<file path="src/rtl/s5_inv_stream.sv">
// Streaming inverse of the S5 5-to-4 S-box with a 2-entry output FIFO and transfer counter.
// Optional forward re-check of every output is enabled by defining S5_INV_SELFCHECK_EN.
module s5_inv_stream #(
  parameter int CNT_W = 16
) (
  input  logic             CLK,
  input  logic             RST_N,
  input  logic             IN_VALID,
  output logic             IN_READY,
  input  logic             IN_SEL,
  input  logic [3:0]       D_IN,
  output logic             OUT_VALID,
  input  logic             OUT_READY,
  output logic [4:0]       D_OUT,
  input  logic             CLR_CNT,
  output logic [CNT_W-1:0] SYM_CNT,
  output logic             SELF_ERR
);

  // Inverse tables, entry 0 in the least significant nibble.
  localparam logic [63:0] INV0 = {4'd7, 4'd15, 4'd4, 4'd5, 4'd3, 4'd9, 4'd0, 4'd14,
                                  4'd12, 4'd11, 4'd13, 4'd2, 4'd6, 4'd10, 4'd8, 4'd1};
  localparam logic [63:0] INV1 = {4'd8, 4'd14, 4'd3, 4'd1, 4'd12, 4'd13, 4'd7, 4'd15,
                                  4'd5, 4'd2, 4'd4, 4'd11, 4'd0, 4'd9, 4'd6, 4'd10};

  function automatic logic [3:0] inv_lut(input logic sel, input logic [3:0] d);
    logic [5:0] idx;
    idx = {d, 2'b00};
    return sel ? INV1[idx +: 4] : INV0[idx +: 4];
  endfunction

  logic [1:0]       cnt_q, cnt_d, lvl;
  logic             rdy_q, rdy_d;
  logic [4:0]       e0_q, e0_d, e1_q, e1_d;
  logic [CNT_W-1:0] sym_q, sym_d;
  logic             push, pop;
  logic [4:0]       new_ent;

  assign new_ent   = {IN_SEL, inv_lut(IN_SEL, D_IN)};
  assign pop       = (cnt_q != 2'd0) && OUT_READY;
  assign push      = IN_VALID && rdy_q;
  assign lvl       = cnt_q - {1'b0, pop};
  assign IN_READY  = rdy_q;
  assign OUT_VALID = (cnt_q != 2'd0);
  assign D_OUT     = e0_q;
  assign SYM_CNT   = sym_q;

  always_comb begin
    e0_d  = e0_q;
    e1_d  = e1_q;
    if (pop && cnt_q == 2'd2) e0_d = e1_q;
    if (push) begin
      if (lvl == 2'd0) e0_d = new_ent;
      else             e1_d = new_ent;
    end
    cnt_d = lvl + {1'b0, push};
    // Ready is precomputed for the next cycle so it never depends on OUT_READY.
    rdy_d = (cnt_d < 2'd2);
    if (CLR_CNT)  sym_d = '0;
    else if (pop) sym_d = sym_q + 1'b1;
    else          sym_d = sym_q;
  end

  always_ff @(posedge CLK or negedge RST_N) begin
    if (!RST_N) begin
      cnt_q <= 2'd0;
      rdy_q <= 1'b0;
      e0_q  <= '0;
      e1_q  <= '0;
      sym_q <= '0;
    end else begin
      cnt_q <= cnt_d;
      rdy_q <= rdy_d;
      e0_q  <= e0_d;
      e1_q  <= e1_d;
      sym_q <= sym_d;
    end
  end

`ifdef S5_INV_SELFCHECK_EN
  logic [3:0] n0_q, n0_d, n1_q, n1_d;
  logic       err_q, err_d;

  // Forward S5 recovered by searching the inverse table for the matching nibble.
  function automatic logic [3:0] fwd_lut(input logic sel, input logic [3:0] j);
    logic [3:0] f;
    f = 4'd0;
    for (int k = 0; k < 16; k++)
      if (inv_lut(sel, 4'(k)) == j) f = 4'(k);
    return f;
  endfunction

  always_comb begin
    n0_d = n0_q;
    n1_d = n1_q;
    if (pop && cnt_q == 2'd2) n0_d = n1_q;
    if (push) begin
      if (lvl == 2'd0) n0_d = D_IN;
      else             n1_d = D_IN;
    end
    err_d = err_q | (pop && (fwd_lut(e0_q[4], e0_q[3:0]) != n0_q));
  end

  always_ff @(posedge CLK or negedge RST_N) begin
    if (!RST_N) begin
      n0_q  <= '0;
      n1_q  <= '0;
      err_q <= 1'b0;
    end else begin
      n0_q  <= n0_d;
      n1_q  <= n1_d;
      err_q <= err_d;
    end
  end

  assign SELF_ERR = err_q;
`else
  assign SELF_ERR = 1'b0;
`endif

endmodule

</file>
<file path="config.mk">
export PLATFORM = sky130hd
export DESIGN_NAME = s5_inv_stream
export DESIGN_NICKNAME = d
export VERILOG_FILES = /design/src/rtl/s5_inv_stream.sv
export SDC_FILE = /design/constraint.sdc
export NUM_CORES = 1
export LEC_CHECK = 0
export CAP_MARGIN = 20
export CORE_MARGIN = 5
export CORE_UTILIZATION = 45
export CTS_CLUSTER_DIAMETER = 200
export DETAILED_ROUTE_END_ITERATION = 10
export GPL_ROUTABILITY_DRIVEN = 0
export PLACE_DENSITY = 0.73
export SLEW_MARGIN = 15
export SYNTH_ARGS = -nofsm -noshare
export SYNTH_HDL_FRONTEND = slang
export SYNTH_SLANG_ARGS = --single-unit
</file>
<file path="constraint.sdc">
create_clock -name CLK -period 5.5 [get_ports CLK]
set_clock_uncertainty 0.2 [all_clocks]
set_input_delay 1.375 -clock CLK [delete_from_list [all_inputs] [get_ports CLK]]
set_output_delay 1.375 -clock CLK [all_outputs]
set_load 0.03 [all_outputs]
</file>
==> metrics.cfg, run 1 <==
[outcome]
status=complete, no violations

[synthesis]
synth_edf_count=0
synth_top_area_frac=0.430
syn-num-nets=194
syn_area_per_cell_um2=9.64
syn-instance-count=175
synth.cell_area_um2=1690
synth-seq-area-share=0.430
yosysWarnings=0
ys_async_sr_fraction=1.00
synth_cell_type_count=36
synth_top_area_cell=dfrtp_1
ys.flop_type=dfrtp_1
synth-seq-cells=29
synthTopCellsByArea=dfrtp_1 (43%), ha_1 (6.7%), nor2_1 (5.8%)

[placed_design]
postPlaceCellArea_um2=2010
dp_cells=247
io_buffers=32
pre_cts_ws_ns=1.80
dp_hpwl_mm=2.42

[setup_path]
timing.rr.end=e1_q[4]
critPathTopFamily=buffers and inverters
critPathRequiredTime_ns=5.50
start_kind=input port
critPathMaxFanout=13
critical_path.cell_chain=clkdlybuf4s50_1 -> inv_1 -> ha_1 -> and2_1 -> o21bai_1 -> a211oi_1 -> a21oi_1 -> a21oi_1
cp_slowest_stage_delay_ns=0.77
reg2reg_slack_ns=3.25
cp_num_buf_inv=2
reg2reg_depth=5
end_kind=register
reg2reg_from=cnt_q[1]
cp_slowest_cell=clkdlybuf4s50_1
critical_path_class=input port to register
crit_top_cell=a21oi_1
crit_arrival_ns=3.44

[routing]
drtIter0Drc=58
wl_mm=3.35
firstDrtPassIters=4
ant_nets=0
vias=1324
route.detailed.drc=0
wl_per_cell_um=13.2
vias_per_cell=5.21

[power_and_ir_drop]
ir_worst_vdd_uv=131
combPwrFrac=0.400
seqPwrFrac=0.381
p_leak_nw=0.923
p_clk_frac=0.218
powerDensity_nw_per_um2=377
p_sw_frac=0.360
p_switching_mw=0.285
power.internal_mw=0.507

[global_route]
grt_max_degree=30
antenna_found_initial=0
grt_overflow=0
grt_pass1_wl_mm=5.60
grt_pass1_vias=1252
grt_use_total=0.139

[floorplan]
io_pins=34
rows=22
die_x_um=71.2
die_h_um=71.2
core_um2=3660
die_area_um2=5080
start_util=0.461

[timing]
setup_tns_ns=0
fin_crit_sh=0.625
worst_pin_slew_ns=0.554
finalHoldViolations=0
hold_ws_ns=0.308
worst_slack_ns=2.06
rsz0062_at_grt=false
relSlewSlack=0.630
fmax_mhz=291
period_needed_ns=3.44
setup_viol=0
slew_viol_final=0

[clocking]
htreeDepth=2
post_cts_buffers=0
cts_tree=yes
ctsHoldBuffers=0
clkTransAtPathRegs_ns=0.06
cts-root-buf=clkbuf_8
cts_buffer_depth=2
cts_buffers=5
clock-sinks=29
ctsResizeCount=0
clock_latency_ns=0.27

[finish]
fin_cells=254
drive_gt1_frac=0.0777
final_cell_area_um2=2100
n_fill_cell=316
area_growth_pct=24.5
nets=225
antenna_cells=0

[worst_hold_path]
hp-class=register to register
min_from=e1_q[3]
min_path_cells=1
min_to=e1_q[3]

[job]
drv_cap=0

## power groups by stage
stage          Clock [mW]  Combinational, mW  Sequential (mW)
6_report            0.173              0.317            0.302
4_1_cts             0.179              0.320            0.303
3_3_place_gp            0              0.309            0.303
2_1_floorplan           0              0.173            0.352
3_5_place_dp            0              0.318            0.307
5_1_grt             0.189              0.345            0.311
## registers in the layout, summed over array words and instances (netlist names)
name      cells
e1_q          5
IN_READY      1
D_OUT         5
cnt_q         2
SYM_CNT      16
## area by class of cell
class	count	area (um2)	share of cell area
multi-input cells	129	871	0.415
flip-flops and latches	29	726	0.345
repair buffers	33	328	0.156
clock buffers	7	86.3	0.0411
well taps	48	60.1	0.0286
inverters	8	30.0	0.0143
## cell families after synthesis
| group | after synthesis | share of synthesized area |
|---|---|---|
| buffers and inverters | 17 | 0.0541 |
| xor gates and xnor gates | 17 | 0.0882 |
| adders and majority gates | 9 | 0.0667 |
| other | 1 | 0.00222 |
| DFF | 29 | 0.430 |
| AOI/OAI and AO/OA | 32 | 0.113 |
| and+or+nand+nor | 59 | 0.177 |
| muxes | 11 | 0.0689 |
## cells in the mapped netlist (3+ instances only)
library cell	instances
dfrtp_1	29
nor2_1	26
mux2i_1	6
nand2_1	11
and3_1	3
a211oi_1	3
inv_1	8
mux2_2	5
ha_1	9
nand3_1	3
buf_2	4
o21ai_0	7
xor2_1	10
nand4_1	5
and4_1	3
xnor2_1	7
a21oi_1	14
## through the flow
stage / power (mW) / utilization
global route: 0.845 / 0.574
floorplan: 0.525 / -
detailed placement: 0.625 / 0.550
CTS: 0.802 / 0.574
finish: 0.792 / 0.574
global placement: 0.613 / 0.550
## worst max-delay path by stage
stage / start / to / slack (ns) / cells after the start
6_report: IN_SEL / D_OUT[0] / 2.06 / 8
5_1_grt: IN_SEL / D_OUT[0] / 1.89 / 8
4_1_cts: IN_SEL / D_OUT[0] / 2.10 / 8
3_5_place_dp: IN_SEL / D_OUT[0] / 1.80 / 8
3_3_place_gp: OUT_READY / e1_q[4] / 1.89 / 6
2_1_floorplan: OUT_READY / e1_q[3] / 2.58 / 6
## routing by layer
layer  share of wire  global-route usage  vias to the layer above
li1                -                   -                      658
met1            0.46               0.175                      630
met2            0.48               0.215                       32
met3           0.048              0.0435                        4
met4           0.012              0.0668                        0
met5               0                   0                        -
## cell usage in the layout (no fill, tap or decap)
master,netlist,routed
o21a_1,1,1
nand3_1,3,3
nor2b_1,2,2
mux2i_1,6,6
a22oi_1,1,1
clkbuf_8,0,6
ha_1,9,9
clkdlybuf4s50_1,0,32
nand4_1,5,5
and2_1,1,1
a21oi_2,1,1
o32ai_1,1,1
nand4_4,1,1
o211ai_1,2,2
xor2_1,10,10
mux2_2,5,5
xnor2_1,7,7
a211oi_1,3,3
or3_1,1,1
and3_4,1,1
buf_4,1,1
conb_1,1,1
and4_1,3,3
o21bai_1,1,1
o21ai_0,7,7
nor2_1,26,26
nand2_1,11,11
a21oi_1,14,14
o31ai_1,1,1
nor3_1,1,1
or2_2,1,1
dfrtp_1,29,29
inv_1,8,8
clkbuf_1,1,1
and3_1,3,3
(Power assumes the default switching activity.)
==> run 2: changes to the inputs <==
Settings changed: PLACE_DENSITY 0.73 to 0.76.
Clock period 5.5 ns to 3.1 ns, I/O delays scaled along.
==> metrics.cfg, run 2 (synthesized netlist as in run 1, its figures left out) <==
[floorplan]
die_x_um=71.2  ; unchanged
io_pins=34  ; unchanged
rows=22  ; unchanged
die_area_um2=5080  ; unchanged
die_h_um=71.2  ; unchanged
start_util=0.461  ; unchanged
core_um2=3660  ; unchanged

[timing]
slew_viol_final=0  ; unchanged
hold_ws_ns=0.306  ; was 0.308 ns
rsz0062_at_grt=false  ; unchanged
setup_tns_ns=0  ; unchanged
finalHoldViolations=0  ; unchanged
period_needed_ns=2.56
fin_crit_sh=0.826
worst_pin_slew_ns=0.596  ; was 0.554 ns
relSlewSlack=0.602  ; was 0.630
worst_slack_ns=0.540  ; was 2.06 ns
fmax_mhz=391
setup_viol=0  ; unchanged

[global_route]
grt_max_degree=30  ; unchanged
antenna_found_initial=0  ; unchanged
grt_pass1_vias=1291  ; was 1252
grt_overflow=0  ; unchanged
grt_use_total=0.149  ; was 0.139
grt_pass1_wl_mm=5.94  ; was 5.60 mm

[setup_path]
reg2reg_from=cnt_q[1]  ; unchanged
cp_slowest_stage_delay_ns=0.60  ; was 0.77 ns
critPathMaxFanout=7  ; was 13
critical_path.cell_chain=clkdlybuf4s50_1 -> inv_1 -> ha_1 -> and2_1 -> o21bai_1 -> a211oi_1 -> a21oi_1 -> a21oi_1  ; unchanged
reg2reg_depth=5  ; unchanged
critPathRequiredTime_ns=3.10  ; was 5.50 ns
timing.rr.end=D_OUT[4]  ; was e1_q[4]
end_kind=register  ; unchanged
critical_path_class=input port to register  ; unchanged
crit_arrival_ns=2.56  ; was 3.44 ns
reg2reg_slack_ns=1.06  ; was 3.25 ns
crit_top_cell=a21oi_1  ; unchanged
cp_slowest_cell=clkdlybuf4s50_1  ; unchanged
start_kind=input port  ; unchanged

[clocking]
clock_latency_ns=0.28  ; was 0.27 ns
cts-root-buf=clkbuf_8  ; unchanged
cts_buffers=5  ; unchanged
clkTransAtPathRegs_ns=0.05  ; was 0.06 ns
clock-sinks=29  ; unchanged
cts_tree=yes  ; unchanged
ctsHoldBuffers=0  ; unchanged
post_cts_buffers=0  ; unchanged
cts_buffer_depth=2  ; unchanged
htreeDepth=2  ; unchanged
ctsResizeCount=0  ; unchanged

[placed_design]
pre_cts_ws_ns=0.244  ; was 1.80 ns
dp_hpwl_mm=2.49  ; was 2.42 mm
dp_cells=250  ; was 247
io_buffers=32  ; unchanged

[outcome]
status=complete, no violations  ; unchanged

[worst_hold_path]
hp-class=register to register  ; unchanged
min_to=e1_q[3]  ; unchanged
min_from=e1_q[3]  ; unchanged
min_path_cells=1  ; unchanged

[finish]
nets=228  ; was 225
area_growth_pct=26.7  ; was 24.5%
antenna_cells=0  ; unchanged
utilization=0.584  ; was 0.574
largest_reg_flops=16  ; unchanged
n_fill_cell=315  ; was 316
layout_common_cells=clkdlybuf4s50_1 (32), dfrtp_1 (29), nor2_1 (26), a21oi_1 (14), nand2_1 (11)  ; unchanged
final_common_cell=clkdlybuf4s50_1  ; unchanged
drive_gt1_frac=0.100  ; was 0.0777
fin_cells=258  ; was 254

[routing]
vias=1347  ; was 1324
vias_per_cell=5.22  ; was 5.21
firstDrtPassIters=4  ; unchanged
ant_nets=0  ; unchanged
wl_mm=3.44  ; was 3.35 mm
wl_per_cell_um=13.3  ; was 13.2 um
route.detailed.drc=0  ; unchanged
drtIter0Drc=81  ; was 58

[power_and_ir_drop]
ir_worst_vdd_uv=246  ; was 131 uV
p_leak_nw=0.947  ; was 0.923 nW
powerDensity_nw_per_um2=674  ; was 377 nW/um2

[job]
drv_cap=0  ; unchanged

## run 2: worst max path at each step
stage,startpoint,endpoint
after global routing,D_IN[0],D_OUT[1]
after CTS,D_IN[0],D_OUT[0]
after global placement,D_IN[0],D_OUT[0]
final,D_IN[0],D_OUT[0]
after detailed placement,D_IN[0],D_OUT[0]
after floorplan,OUT_READY,e1_q[3]
## run 2: worst max-delay path, delay by kind of cell
family | cells | cell delay, ns
buf+inv | 2 | 0.72
compound gates | 4 | 0.63
fa+ha+maj | 1 | 0.30
simple gates | 1 | 0.15
## run 2: final cells by class
cell class	instances	area (um2)	share of cell area
Clock buffer	7	96.3	0.0451
Inverter	8	30.0	0.0140
Clock inverter	1	5.00	0.00234
Tap cell	48	60.1	0.0281
Sequential cell	29	726	0.339
Timing Repair Buffer	36	350	0.164
Multi-Input combinational cell	129	871	0.407
## run 2: power breakdown
group          switching, mW  leakage [nW]  internal, mW  total, mW
logic                  0.319         0.522         0.253      0.572
clock network          0.136        0.0542         0.200      0.336
registers             0.0572         0.371         0.477      0.535
total                  0.512         0.947         0.930       1.44
## run 2: per-stage QoR
step	cell area (um2)	total power, mW
finish	2140	1.44
global route	2140	1.54
CTS	2140	1.46
detailed placement	2040	1.12
global placement	2040	1.10
floorplan	1690	0.931
## run 2: layer usage
metal  routed length [um]  global-route usage  up-vias
met1                 1490               0.172      646
met2                 1710               0.252       29
met4                   69              0.0710        0
met3                  175              0.0435        6
met5                    0                   0        -
li1                     -                   -      666
==> run 3: changes to the inputs <==
Settings changed: PLACE_DENSITY 0.76 to 0.73.
Clock period 3.1 ns to 2.65 ns, I/O delays scaled along.
==> metrics.cfg, run 3 (synthesized netlist as in run 1, its figures left out) <==
[outcome]
status=complete, no violations  ; unchanged

[placed_design]
pre_cts_ws_ns=0.000496  ; was 0.244 ns
io_buffers=32  ; unchanged
postPlaceCellArea_um2=2060  ; was 2040 um2
dp_hpwl_mm=2.62  ; was 2.49 mm

[timing]
setup_tns_ns=0  ; unchanged
finalHoldViolations=0  ; unchanged
slew_viol_final=0  ; unchanged
hold_ws_ns=0.305  ; was 0.306 ns
relSlewSlack=0.622  ; was 0.602
setup_viol=0  ; unchanged
period_needed_ns=2.41
rsz0062_at_grt=false  ; unchanged
worst_pin_slew_ns=0.566  ; was 0.596 ns
fmax_mhz=415
fin_crit_sh=0.910
worst_slack_ns=0.238  ; was 0.540 ns

[finish]
nets=231  ; was 228
final_common_cell=clkdlybuf4s50_1  ; unchanged
antenna_cells=0  ; unchanged
final_cell_area_um2=2140  ; about the same
largest_reg_flops=16  ; unchanged
layout_common_cells=clkdlybuf4s50_1 (32), dfrtp_1 (29), nor2_1 (26), a21oi_1 (14), nand2_1 (11)  ; unchanged
drive_gt1_frac=0.108  ; was 0.100
area_growth_pct=26.9  ; was 26.7%

[setup_path]
reg2reg_depth=6  ; was 5
cp-endpoint=OUT_VALID  ; was D_OUT[0]
timing.rr.end=D_OUT[0]  ; was D_OUT[4]
end_kind=primary output  ; was register
reg2reg_from=cnt_q[1]  ; unchanged
crit_start=cnt_q[1]  ; was D_IN[0]
start_kind=register  ; was input port
crit_arrival_ns=1.55  ; was 2.56 ns
reg2reg_slack_ns=0.61  ; was 1.06 ns
critPathRequiredTime_ns=1.79  ; was 3.10 ns
critical_path_class=register to primary output  ; was input port to register
critPathMaxFanout=4  ; was 7

[clocking]
ctsHoldBuffers=0  ; unchanged
cts_buffer_depth=2  ; unchanged
cts_tree=yes  ; unchanged
cts-root-buf=clkbuf_8  ; unchanged
clock-sinks=29  ; unchanged
ctsResizeCount=0  ; unchanged
cts_buffers=5  ; unchanged
post_cts_buffers=0  ; unchanged
clkTransAtPathRegs_ns=0.06  ; was 0.05 ns
clock_latency_ns=0.28  ; about the same
htreeDepth=2  ; unchanged

[floorplan]
core_um2=3660  ; unchanged
die_x_um=71.2  ; unchanged
io_pins=34  ; unchanged
start_util=0.461  ; unchanged
rows=22  ; unchanged
die_h_um=71.2  ; unchanged
die_area_um2=5080  ; unchanged

[worst_hold_path]
min_path_cells=1  ; unchanged
hp-class=register to register  ; unchanged

[power_and_ir_drop]
ir_worst_vdd_uv=297  ; was 246 uV
p_leak_nw=0.953  ; was 0.947 nW
powerDensity_nw_per_um2=774  ; was 674 nW/um2

[global_route]
antenna_found_initial=0  ; unchanged
grt_pass1_vias=1330  ; was 1291
grt_use_total=0.150  ; was 0.149
grt_pass1_wl_mm=6.04  ; was 5.94 mm
grt_max_degree=30  ; unchanged
grt_overflow=0  ; unchanged

[routing]
wl_per_cell_um=13.4  ; was 13.3 um
route.detailed.drc=0  ; unchanged
wl_mm=3.50  ; was 3.44 mm
vias=1362  ; was 1347
drtIter0Drc=62  ; was 81
firstDrtPassIters=4  ; unchanged
ant_nets=0  ; unchanged
vias_per_cell=5.22  ; about the same

[job]
drv_cap=0  ; unchanged

run 3: cell count changes in the layout (fill, tap and decap cells not counted), sizes merged:
cell | before | now
buf | 4 | 7
clkbuf | 7 | 6
clkinv | 1 | 2
run 3: through the flow:
stage / utilization / std cells / power [mW]
final: 0.585 / 261 / 1.66
after detailed placement: 0.563 / 253 / 1.33
after floorplan: - / 175 / 1.09
after global placement: 0.563 / 253 / 1.29
after global routing: 0.585 / 261 / 1.77
after CTS: 0.585 / 261 / 1.68
run 3: layout make-up:
cell class                 instances  area (um2)
fill                             306        1520
multi-input combinational        129         871
sequential                        29         726
timing repair buffer              39         373
clock buffer                       6        72.6
tap                               48        60.1
inverter                           8        30.0
clock inverter                     2        10.0
run 3: per-layer routing:
layer	GRT usage	share of wire
met2	0.251	0.50
met4	0.0585	0.017
met1	0.178	0.43
met5	0	0
met3	0.0477	0.049
run 3: critical path, stage by stage (launching register included):
cell             delay, ns
dfrtp_1               0.41
or2_2                 0.28
clkdlybuf4s50_1       0.59
run 3: report_power, final:
part           switching, mW  internal, mW  leakage, nW
clock network          0.159         0.181       0.0450
registers             0.0702         0.559        0.371
logic                  0.381         0.307        0.537
run 3: how the worst min path moves through the flow:
stage          startpoint        to
2_1_floorplan       RST_N  D_OUT[0]
3_3_place_gp      e1_q[4]   e1_q[4]
3_5_place_dp      e1_q[3]   e1_q[3]
4_1_cts           e1_q[3]   e1_q[3]
5_1_grt           e1_q[3]   e1_q[3]
6_report          e1_q[3]   e1_q[3]
